==> src/rtl/mips_mem_pkg.sv <==
// Shared encodings for the MIPS data-memory load/store paths.
package mips_mem_pkg;

    // Same encoding drives the load-extension select on the load side.
    typedef enum logic [1:0] {
        ST_NONE = 2'd0,
        ST_SB   = 2'd1,
        ST_SH   = 2'd2,
        ST_SW   = 2'd3
    } st_op_e;

    typedef enum logic {
        IDLE = 1'b0,
        PEND = 1'b1
    } buf_state_e;

    localparam logic [4:0] EXC_ADES = 5'd5;

endpackage

==> src/rtl/mem_store_unit_if.sv <==
// Pipeline-side store/load request signals plus the data-memory write port.
interface mem_store_unit_if
    import mips_mem_pkg::*;
#(
    parameter int ADDR_W = 32
);
    logic              st_valid;
    st_op_e            st_op;
    logic [ADDR_W-1:0] st_addr;
    logic [31:0]       st_data;
    logic [31:0]       st_pc;
    logic              flush;
    logic              ld_valid;
    logic [ADDR_W-1:0] ld_addr;
    logic              dm_ack;

    logic              dm_req;
    logic [ADDR_W-1:0] dm_addr;
    logic [31:0]       dm_wdata;
    logic [3:0]        dm_be;
    logic              stall;
    logic              exc_ades;
    logic [31:0]       exc_badvaddr;
    logic [31:0]       exc_pc;

    // Pipeline + memory side.
    modport master (
        output st_valid, st_op, st_addr, st_data, st_pc, flush,
               ld_valid, ld_addr, dm_ack,
        input  dm_req, dm_addr, dm_wdata, dm_be, stall,
               exc_ades, exc_badvaddr, exc_pc
    );

    // Store unit side.
    modport slave (
        input  st_valid, st_op, st_addr, st_data, st_pc, flush,
               ld_valid, ld_addr, dm_ack,
        output dm_req, dm_addr, dm_wdata, dm_be, stall,
               exc_ades, exc_badvaddr, exc_pc
    );
endinterface

==> src/rtl/mem_store_unit_store_align.sv <==
// Little-endian lane steering for SB/SH/SW: byte enables, replicated data, misalignment.
module store_align
    import mips_mem_pkg::*;
(
    input  st_op_e      i_op,
    input  logic [1:0]  i_addr_lo,
    input  logic [31:0] i_data,
    output logic [3:0]  o_be,
    output logic [31:0] o_wdata,
    output logic        o_misaligned
);

    always_comb begin
        o_be         = 4'b0000;
        o_wdata      = 32'h0;
        o_misaligned = 1'b0;
        case (i_op)
            ST_SB: begin
                o_be    = 4'b0001 << i_addr_lo;
                o_wdata = {4{i_data[7:0]}};
            end
            ST_SH: begin
                o_misaligned = i_addr_lo[0];
                o_be         = i_addr_lo[0] ? 4'b0000 :
                               (i_addr_lo[1] ? 4'b1100 : 4'b0011);
                o_wdata      = {2{i_data[15:0]}};
            end
            ST_SW: begin
                o_misaligned = |i_addr_lo;
                o_be         = (|i_addr_lo) ? 4'b0000 : 4'b1111;
                o_wdata      = i_data;
            end
            default: ;
        endcase
    end

endmodule

==> src/rtl/mem_store_unit.sv <==
// One-entry store buffer between EX and data memory, with AdES detection and hazard stall.
module mem_store_unit
    import mips_mem_pkg::*;
#(
    parameter int ADDR_W = 32,
    parameter int DATA_W = 32
)(
    input  logic           i_clk,
    input  logic           i_rst,
    mem_store_unit_if.slave bus
);

    buf_state_e        r_state;
    logic              r_dm_req;
    logic [ADDR_W-1:0] r_addr;
    logic [3:0]        r_be;
    logic [DATA_W-1:0] r_wdata;
    logic              r_exc_ades;
    logic [31:0]       r_badvaddr;
    logic [31:0]       r_exc_pc;

    logic [3:0]        w_be;
    logic [31:0]       w_wdata;
    logic              w_misaligned;
    logic              w_st_live;
    logic              w_st_ok;
    logic              w_accept;
    logic              w_pend_busy;
    logic              w_ld_hit;

    store_align u_align (
        .i_op        (bus.st_op),
        .i_addr_lo   (bus.st_addr[1:0]),
        .i_data      (bus.st_data),
        .o_be        (w_be),
        .o_wdata     (w_wdata),
        .o_misaligned(w_misaligned)
    );

    // A flushed store is invisible: no capture, no stall, no AdES.
    assign w_st_live   = bus.st_valid & (bus.st_op != ST_NONE) & ~bus.flush;
    assign w_st_ok     = w_st_live & ~w_misaligned;
    assign w_pend_busy = (r_state == PEND) & ~bus.dm_ack;
    assign w_accept    = w_st_ok & ((r_state == IDLE) | bus.dm_ack);
    assign w_ld_hit    = bus.ld_valid & w_pend_busy &
                         (bus.ld_addr[ADDR_W-1:2] == r_addr[ADDR_W-1:2]);

    assign bus.stall   = (w_st_ok & w_pend_busy) | w_ld_hit;

    always_ff @(posedge i_clk) begin
        if (i_rst) begin
            r_state  <= IDLE;
            r_dm_req <= 1'b0;
            r_addr   <= '0;
            r_be     <= 4'b0000;
            r_wdata  <= '0;
        end else begin
            case (r_state)
                IDLE: begin
                    if (w_accept) begin
                        r_state  <= PEND;
                        r_dm_req <= 1'b1;
                        r_addr   <= {bus.st_addr[ADDR_W-1:2], 2'b00};
                        r_be     <= w_be;
                        r_wdata  <= w_wdata;
                    end
                end
                PEND: begin
                    // Ack plus a new store reloads in place so writes stream without a bubble.
                    if (bus.dm_ack) begin
                        if (w_accept) begin
                            r_addr  <= {bus.st_addr[ADDR_W-1:2], 2'b00};
                            r_be    <= w_be;
                            r_wdata <= w_wdata;
                        end else begin
                            r_state  <= IDLE;
                            r_dm_req <= 1'b0;
                        end
                    end
                end
                default: begin
                    r_state  <= IDLE;
                    r_dm_req <= 1'b0;
                end
            endcase
        end
    end

    always_ff @(posedge i_clk) begin
        if (i_rst) begin
            r_exc_ades <= 1'b0;
            r_badvaddr <= 32'h0;
            r_exc_pc   <= 32'h0;
        end else begin
            r_exc_ades <= w_st_live & w_misaligned;
            if (w_st_live & w_misaligned) begin
                r_badvaddr <= 32'(bus.st_addr);
                r_exc_pc   <= bus.st_pc;
            end
        end
    end

    assign bus.dm_req       = r_dm_req;
    assign bus.dm_addr      = r_addr;
    assign bus.dm_be        = r_be;
    assign bus.dm_wdata     = 32'(r_wdata);
    assign bus.exc_ades     = r_exc_ades;
    assign bus.exc_badvaddr = r_badvaddr;
    assign bus.exc_pc       = r_exc_pc;

endmodule

==> src/flat_wrapper.sv <==
// flat-port wrapper written by rule: the top's interface ports become plain ports
module mem_store_unit_flat import mips_mem_pkg::*;
#(
    parameter int ADDR_W = 32,
    parameter int DATA_W = 32
)
  (i_clk, i_rst, bus_st_valid, bus_st_op, bus_st_addr, bus_st_data, bus_st_pc, bus_flush, bus_ld_valid, bus_ld_addr, bus_dm_ack, bus_dm_req, bus_dm_addr, bus_dm_wdata, bus_dm_be, bus_stall, bus_exc_ades, bus_exc_badvaddr, bus_exc_pc);
  mem_store_unit_if #(.ADDR_W(ADDR_W)) bus_i ();
  input  logic i_clk;
  input  logic i_rst;
  input wire logic [$bits(bus_i.st_valid)-1:0] bus_st_valid;
  input wire logic [$bits(bus_i.st_op)-1:0] bus_st_op;
  input wire logic [$bits(bus_i.st_addr)-1:0] bus_st_addr;
  input wire logic [$bits(bus_i.st_data)-1:0] bus_st_data;
  input wire logic [$bits(bus_i.st_pc)-1:0] bus_st_pc;
  input wire logic [$bits(bus_i.flush)-1:0] bus_flush;
  input wire logic [$bits(bus_i.ld_valid)-1:0] bus_ld_valid;
  input wire logic [$bits(bus_i.ld_addr)-1:0] bus_ld_addr;
  input wire logic [$bits(bus_i.dm_ack)-1:0] bus_dm_ack;
  output wire logic [$bits(bus_i.dm_req)-1:0] bus_dm_req;
  output wire logic [$bits(bus_i.dm_addr)-1:0] bus_dm_addr;
  output wire logic [$bits(bus_i.dm_wdata)-1:0] bus_dm_wdata;
  output wire logic [$bits(bus_i.dm_be)-1:0] bus_dm_be;
  output wire logic [$bits(bus_i.stall)-1:0] bus_stall;
  output wire logic [$bits(bus_i.exc_ades)-1:0] bus_exc_ades;
  output wire logic [$bits(bus_i.exc_badvaddr)-1:0] bus_exc_badvaddr;
  output wire logic [$bits(bus_i.exc_pc)-1:0] bus_exc_pc;
  assign bus_i.st_valid = bus_st_valid;
  assign bus_i.st_op = bus_st_op;
  assign bus_i.st_addr = bus_st_addr;
  assign bus_i.st_data = bus_st_data;
  assign bus_i.st_pc = bus_st_pc;
  assign bus_i.flush = bus_flush;
  assign bus_i.ld_valid = bus_ld_valid;
  assign bus_i.ld_addr = bus_ld_addr;
  assign bus_i.dm_ack = bus_dm_ack;
  assign bus_dm_req = bus_i.dm_req;
  assign bus_dm_addr = bus_i.dm_addr;
  assign bus_dm_wdata = bus_i.dm_wdata;
  assign bus_dm_be = bus_i.dm_be;
  assign bus_stall = bus_i.stall;
  assign bus_exc_ades = bus_i.exc_ades;
  assign bus_exc_badvaddr = bus_i.exc_badvaddr;
  assign bus_exc_pc = bus_i.exc_pc;
  mem_store_unit #(.ADDR_W(ADDR_W), .DATA_W(DATA_W)) u_core (.i_clk(i_clk), .i_rst(i_rst), .bus(bus_i));
endmodule
==> config.mk <==
export PLATFORM = sky130hd
export DESIGN_NAME = mem_store_unit_flat
export DESIGN_NICKNAME = d
export VERILOG_FILES = /design/src/rtl/mips_mem_pkg.sv /design/src/rtl/mem_store_unit_if.sv /design/src/rtl/mem_store_unit_store_align.sv /design/src/rtl/mem_store_unit.sv /design/src/flat_wrapper.sv
export SDC_FILE = /design/constraint.sdc
export NUM_CORES = 1
export LEC_CHECK = 0
export CORE_MARGIN = 3
export CORE_UTILIZATION = 38
export CTS_BUF_LIST = sky130_fd_sc_hd__clkbuf_4 sky130_fd_sc_hd__clkbuf_8
export DETAILED_ROUTE_END_ITERATION = 12
export MAX_ROUTING_LAYER = met4
export PLACE_DENSITY = 0.79
export SYNTH_ARGS = -nofsm -noshare
export SYNTH_HDL_FRONTEND = slang
export SYNTH_SLANG_ARGS = --single-unit
==> constraint.sdc <==
create_clock -name i_clk -period 1.66 [get_ports i_clk]
set_input_delay 0.415 -clock i_clk [delete_from_list [all_inputs] [get_ports i_clk]]
set_output_delay 0.415 -clock i_clk [all_outputs]
set_load 0.02 [all_outputs]
==> flow_metrics.tcl, run 1 <==
set metrics [dict create \
    overflow 0 \
    worstPathCellList "clkdlybuf4s50_1 > xor2_1 > nor4_1 > buf_4 > nand4_1 > a21oi_2 > buf_6" \
    status "complete, but fails checks" \
    synth_cells 676 \
    syn-cell-area_mm2 0.005523 \
    hp-class "in2reg" \
    critPathTopFamily "buffers and inverters" \
    cts_tree "yes" \
    drv_slew 0 \
    cp.required_ns 1.24 \
    fillers 1153 \
    worst_pin_slew_ns 0.5703 \
    cp_max_fo 1 \
    ir_drop_mv 0.4022 \
    grt-busiest-layer "met2" \
    place_area_mm2 0.008927 \
    core-area_mm2 0.01404 \
    ys_ff_latch 133 \
    hpwl_mm 14.26 \
    grt_use_met3 0.07789 \
    layout.cell_area.non_filler_mm2 0.009543 \
    cts.sinks 133 \
    critPathSlowestCell "clkdlybuf4s50_1" \
    combPwrFrac 0.193 \
    cts.clk_slew.worst_paths_ns 0.07 \
    die_h_um 126.6 \
    drive_gt1_frac 0.2502 \
    viasPerCell 4.975 \
    max-clock-path-buffers 2 \
    place_congestion 0.8234 \
    synth_top_area_share 0.4821 \
    crit_type "in2out" \
    grt_pass1_wl_mm 29.97 \
    slew_headroom 0.6184 \
    num_rows 43 \
    avgSynthCellArea_um2 8.170 \
    synth-xor-area-share 0.04916 \
    whs_ns 0.3020 \
    switching_share 0.2738 \
    insertion_delay_ns 0.44 \
    htreeDepth 4 \
    antenna_found_initial 0 \
    final.setup.worst_slack_ns -0.6363 \
    hold_viol_final 0 \
    grt_setup_unrepaired "yes" \
    cts_buffers 17 \
    cp_slowest_stage_delay_ns 0.42 \
    synth-simple-area-share 0.2179 \
    p_int_uw 5359 \
    grt_usage 0.2445 \
    final_common_cell "nand2_1" \
    critPathLaunchType "input pin" \
    fmax_mhz 435.5 \
    dr.pass1.iters 4 \
    min_period_over_period 1.383 \
    yosysTopAreaCell "dfxtp_1" \
    yosysUniqueCellTypes 33 \
    use_met1 0.2725 \
    cap_violations 0 \
    area_growth_pct 72.79 \
    grt_pass1_vias 5689 \
    ant_nets 0 \
    post-route-min-period_ns 2.296 \
    ios 271 \
    setup_violations 64 \
    totalWireLength_mm 20.01 \
    multi_input_area_mm2 0.002790 \
    start_util 0.3933 \
    clkPwrFrac 0.350 \
    drcViolationCount 0 \
    synth_top_family_by_area "simple AND/OR/NAND/NOR gates" \
    use_met2 0.4110 \
    p_per_area_mw_per_mm2 773.3 \
    path_buf_inv 3 \
    grt_max_degree 49 \
    drt_iter0_drc 324 \
    cp-end-kind "output port" \
    layout_common_cells "206 x nand2_1, 116 x dlygate4sd2_1, 112 x clkdlybuf4s50_1" \
    seq_area_mm2 0.002696 \
    failed_checks "negative setup slack" \
    synth_mux_area_frac 0.03625 \
    wl_per_cell_um 16.86 \
    p_leak_uw 0.004099 \
    dieArea_mm2 0.01602 \
    ys_seq_area_frac 0.4821 \
    worst_clock_skew_ns 0.009292 \
    via_count 5905 \
    synthAdderAreaFrac 0 \
    seq_power_share 0.457 \
    yosysWarnings 0 \
    power.switching_uw 2021 \
    netlist_top_cells_area "dfxtp_1 48%, nand2_1 14%, a21oi_1 9.8%" \
    io_buffers 266 \
    antenna_cells 0 \
    fp.dieW_um 126.6 \
    synth_compound_area_frac 0.1590 \
    final_nets 1131 \
    arrival_ns 1.88 \
    cts_root_buf "clkbuf_8" \
]
## cells by family after synthesis
group | count (synthesis)
compound gates | 138
xor+xnor | 31
buf+inv | 56
flops | 133
mux | 18
other cells | 1
simple gates | 299
## Yosys cell counts
master	count
a21oi_1	108
nor2b_2	1
nor2_1	42
a22oi_1	1
o2111ai_4	1
a211oi_1	7
dfxtp_1	133
clkbuf_1	19
xor2_1	12
mux2_2	16
xnor2_1	19
a311oi_1	2
nand3_1	9
or2_4	1
and2b_1	1
buf_2	23
buf_4	9
nand2_1	213
conb_1	1
nor2b_1	1
nand4_1	6
a211oi_2	1
a311oi_2	7
a221oi_1	9
nor3_1	19
and2_1	1
nor4_1	4
o211ai_4	1
buf_6	4
mux2i_1	2
inv_1	1
nand2b_1	1
a21oi_4	1
## worst reg2reg max path, delay by kind of cell, from the launching register on
| family | cells | cell delay, ns |
|---|---|---|
| AO/OA/AOI/OAI | 1 | 0.22 |
| AND/OR/NAND/NOR | 3 | 0.33 |
| buffers and inverters | 3 | 0.52 |
| flip-flops | 1 | 0.34 |
## worst paths after layout
check	from	end	slack, ns	depth (start not counted)
max	bus_ld_addr[12]	bus_stall	-0.64	7
min	i_rst	u_core.bus.dm_be[0]$_SDFFE_PP0P_	0.30	2
max reg2reg	u_core.r_state$_SDFF_PP0_	u_core.bus.dm_wdata[12]$_SDFFE_PP0P_	0.17	7
min reg2reg	u_core.bus.exc_badvaddr[28]$_SDFFE_PP0P_	u_core.bus.exc_badvaddr[28]$_SDFFE_PP0P_	0.45	2
## through the flow
| step | total power, uW | utilization | setup slack (ns) | cells | TNS [ns] |
|---|---|---|---|---|---|
| 5_1_grt | 7697 | 0.6796 | -0.6911 | 1187 | -9.278 |
| 3_3_place_gp | 4824 | 0.6357 | -1.177 | 1140 | -60.24 |
| 3_5_place_dp | 4844 | 0.6357 | -1.211 | 1140 | -64.21 |
| 4_1_cts | 7403 | 0.6642 | -0.6530 | 1178 | -0.6582 |
| 6_report | 7380 | 0.6796 | -0.6363 | 1187 | -7.232 |
| 2_1_floorplan | 4034 | - | -0.004210 | 677 | -0.004210 |
## repair_timing
| item | CTS | global route |
|---|---|---|
| pin swaps | 12 | 39 |
| endpoints found under the setup margin | 192 | 68 |
| buffers inserted | 4 | 7 |
| resized for setup | 208 | 67 |
| hold buffers | 0 | 0 |
| endpoints found under the hold margin | 0 | 0 |
| cloned | 3 | 3 |
## per-layer routing
metal / wire length [um] / part of all wire
met5: 0 / 0
met4: 592 / 0.030
met3: 1746 / 0.087
met2: 9842 / 0.49
met1: 7830 / 0.39
## sequential cells by signal (all words and copies together) (netlist names)
signal and count:
u_core.bus.dm_wdata 32, u_core.bus.exc_badvaddr 32, u_core.bus.exc_pc 32, u_core.bus.dm_addr 30, u_core.bus.dm_be 4, u_core.bus.dm_req 1
u_core.bus.exc_ades 1, u_core.r_state 1
## power groups by stage
| stage | clock, uW | sequential (uW) | combinational (uW) |
|---|---|---|---|
| floorplan | 0 | 3580 | 454 |
| global placement | 0 | 3440 | 1380 |
| detailed placement | 0 | 3440 | 1400 |
| CTS | 2660 | 3370 | 1370 |
| global route | 2800 | 3380 | 1520 |
| finish | 2590 | 3370 | 1420 |
## final cells by class
type	count	share of cell area
clock buffers	17	0.02452
clock inverters	14	0.01442
inverters	1	0.0003933
multi-input cells	488	0.2924
flip-flops and latches	133	0.2825
well taps	180	0.02360
repair buffers	354	0.3621
Power figures use the tool's default switching activity.
==> inputs of run 2 (changes only) <==
CORE_UTILIZATION = 48   (was 38)
DONT_BUFFER_PORTS = 1   (was default)
MAX_ROUTING_LAYER = default   (was met4)
PLACE_DENSITY = 0.65   (was 0.79)
==> flow_metrics.tcl, run 2 (synthesized netlist as in run 1, its figures left out) <==
set metrics [dict create \
    hold_viol_final 0 \
    critPathLaunchType "register" \
    htreeDepth 4 \
    crit_type "reg2out" \
    io_buffers 0 \
    ios 271 \
    die_h_um 113.3 \
    totalWireLength_mm 15.64 \
    slew_headroom 0.5994 \
    arrival_ns 1.94 \
    crit_path_frequent_cell "nand4_1" \
    dr.pass1.iters 5 \
    ir_drop_mv 0.7192 \
    overflow 0 \
    viasPerCell 5.544 \
    drt_iter0_drc 330 \
    cts_root_buf "clkbuf_8" \
    layout_common_cells "212 x nand2_1, 114 x dfxtp_1, 107 x a21oi_1" \
    drcViolationCount 0 \
    fp.dieW_um 113.3 \
    cp_max_fo 2 \
    cp_slowest_stage_delay_ns 0.34 \
    failed_checks "negative setup slack" \
    place_congestion 0.8268 \
    hp-class "in2reg" \
    final_common_cell "nand2_1" \
    worstPathCellList "xnor2_2 > nand4_1 > nor4_2 > nand4_1 > a21oi_2 > buf_6" \
    reg2reg_depth 6 \
    cts.clk_slew.worst_paths_ns 0.07 \
    grt_use_met3 0.1032 \
    area_growth_pct 16.31 \
    grt-busiest-layer "met2" \
    wl_per_cell_um 18.57 \
    final.setup.worst_slack_ns -0.6965 \
    grt_pass1_wl_mm 23.83 \
    worst_clock_skew_ns 0.004773 \
    drv_slew 0 \
    drive_gt1_frac 0.1994 \
    critPathSlowestCell "dfxtp_2" \
    setup_violations 1 \
    postLayoutCoreUtil 0.5824 \
    antenna_cells 0 \
    tns_ns -0.6965 \
    cp.required_ns 1.24 \
    path_buf_inv 1 \
    use_met1 0.2584 \
    r2r-end "u_core.bus.dm_addr[6]$_SDFFE_PP0P_" \
    grt_pass1_vias 4560 \
    grt_max_degree 134 \
    min_path_cells 1 \
    dieArea_mm2 0.01283 \
    insertion_delay_ns 0.44 \
    cts_tree "yes" \
    critPathTopFamily "simple AND/OR/NAND/NOR gates" \
    fmax_mhz 424.4 \
    min_period_over_period 1.420 \
    whs_ns 0.03944 \
    start_util 0.5007 \
    cts.sinks 133 \
    p_leak_uw 0.002300 \
    worst_pin_slew_ns 0.5987 \
    grt_usage 0.2359 \
    dp_slack_ns -0.4831 \
    hpwl_mm 11.33 \
    min-delay-start "i_rst" \
    status "complete, but fails checks" \
    r2r_start "u_core.r_state$_SDFF_PP0_" \
    grt_setup_unrepaired "yes" \
    use_met2 0.3961 \
    core-area_mm2 0.01103 \
    cp-end-kind "output port" \
    ant_nets 0 \
    r2r_slack_ns 0.20 \
    hold_end "u_core.bus.exc_pc[2]$_SDFFE_PP0P_" \
    num_rows 38 \
    post-route-min-period_ns 2.357 \
    via_count 4668 \
    cts_buffers 17 \
    max-clock-path-buffers 2 \
    final_nets 825 \
    antenna_found_initial 0 \
    p_per_area_mw_per_mm2 1150 \
    cap_violations 0 \
]
[run 2: area by class of cell]
class | instances | area, um^2
clock buffers | 23 | 304.0
clock inverters | 9 | 195.2
fillers | 1011 | 4607
inverters | 1 | 3.754
multi-input cells | 488 | 2640
flip-flops and latches | 133 | 2691
well taps | 140 | 175.2
repair buffers | 48 | 414.1
[run 2: where the power goes]
group / internal, uW / switching (uW) / total, uW
clock network: 2130 / 1220 / 3340
logic: 253 / 296 / 549
registers: 3310 / 188 / 3490
total: 5690 / 1700 / 7390
[run 2: worst max path at each step]
| stage | slack [ns] | startpoint | cells past startpoint | to |
|---|---|---|---|---|
| after floorplan | -0.004 | bus_ld_addr[6] | 5 | bus_stall |
| after global placement | -0.46 | bus_ld_addr[14] | 6 | bus_stall |
| final | -0.70 | u_core.bus.dm_addr[28]$_SDFFE_PP0P_ | 6 | bus_stall |
| after CTS | -0.81 | u_core.bus.dm_addr[16]$_SDFFE_PP0P_ | 6 | bus_stall |
| after global routing | -0.82 | u_core.bus.dm_addr[16]$_SDFFE_PP0P_ | 6 | bus_stall |
| after detailed placement | -0.48 | bus_ld_addr[14] | 6 | bus_stall |
[run 2: metal layers]
layer | wire length [um] | vias to the layer above
met1 | 5867 | 2150
li1 | - | 2277
met4 | 444 | 0
met5 | 0 | -
met2 | 7682 | 204
met3 | 1643 | 37
[run 2: worst register-to-register path: stages (launching register included)]
cell	delay (ns)
dfxtp_1	0.35
nand2b_1	0.14
o2111ai_4	0.12
buf_12	0.28
buf_4	0.23
nand2_1	0.07
a21oi_1	0.18
[run 2: what timing repair did]
action	in CTS	in global routing
buffers inserted	0	0
pin swaps	2	5
gates resized for setup	1	3
hold buffers	0	0
setup endpoints to repair	1	1
[run 2: through the flow]
stage | cell area [um^2] | power, uW | cells
6_report | 6424 | 7387 | 842
5_1_grt | 6424 | 7650 | 842
4_1_cts | 6405 | 7441 | 842
3_5_place_dp | 5899 | 4117 | 810
3_3_place_gp | 5899 | 4097 | 810
2_1_floorplan | 5604 | 4034 | 677
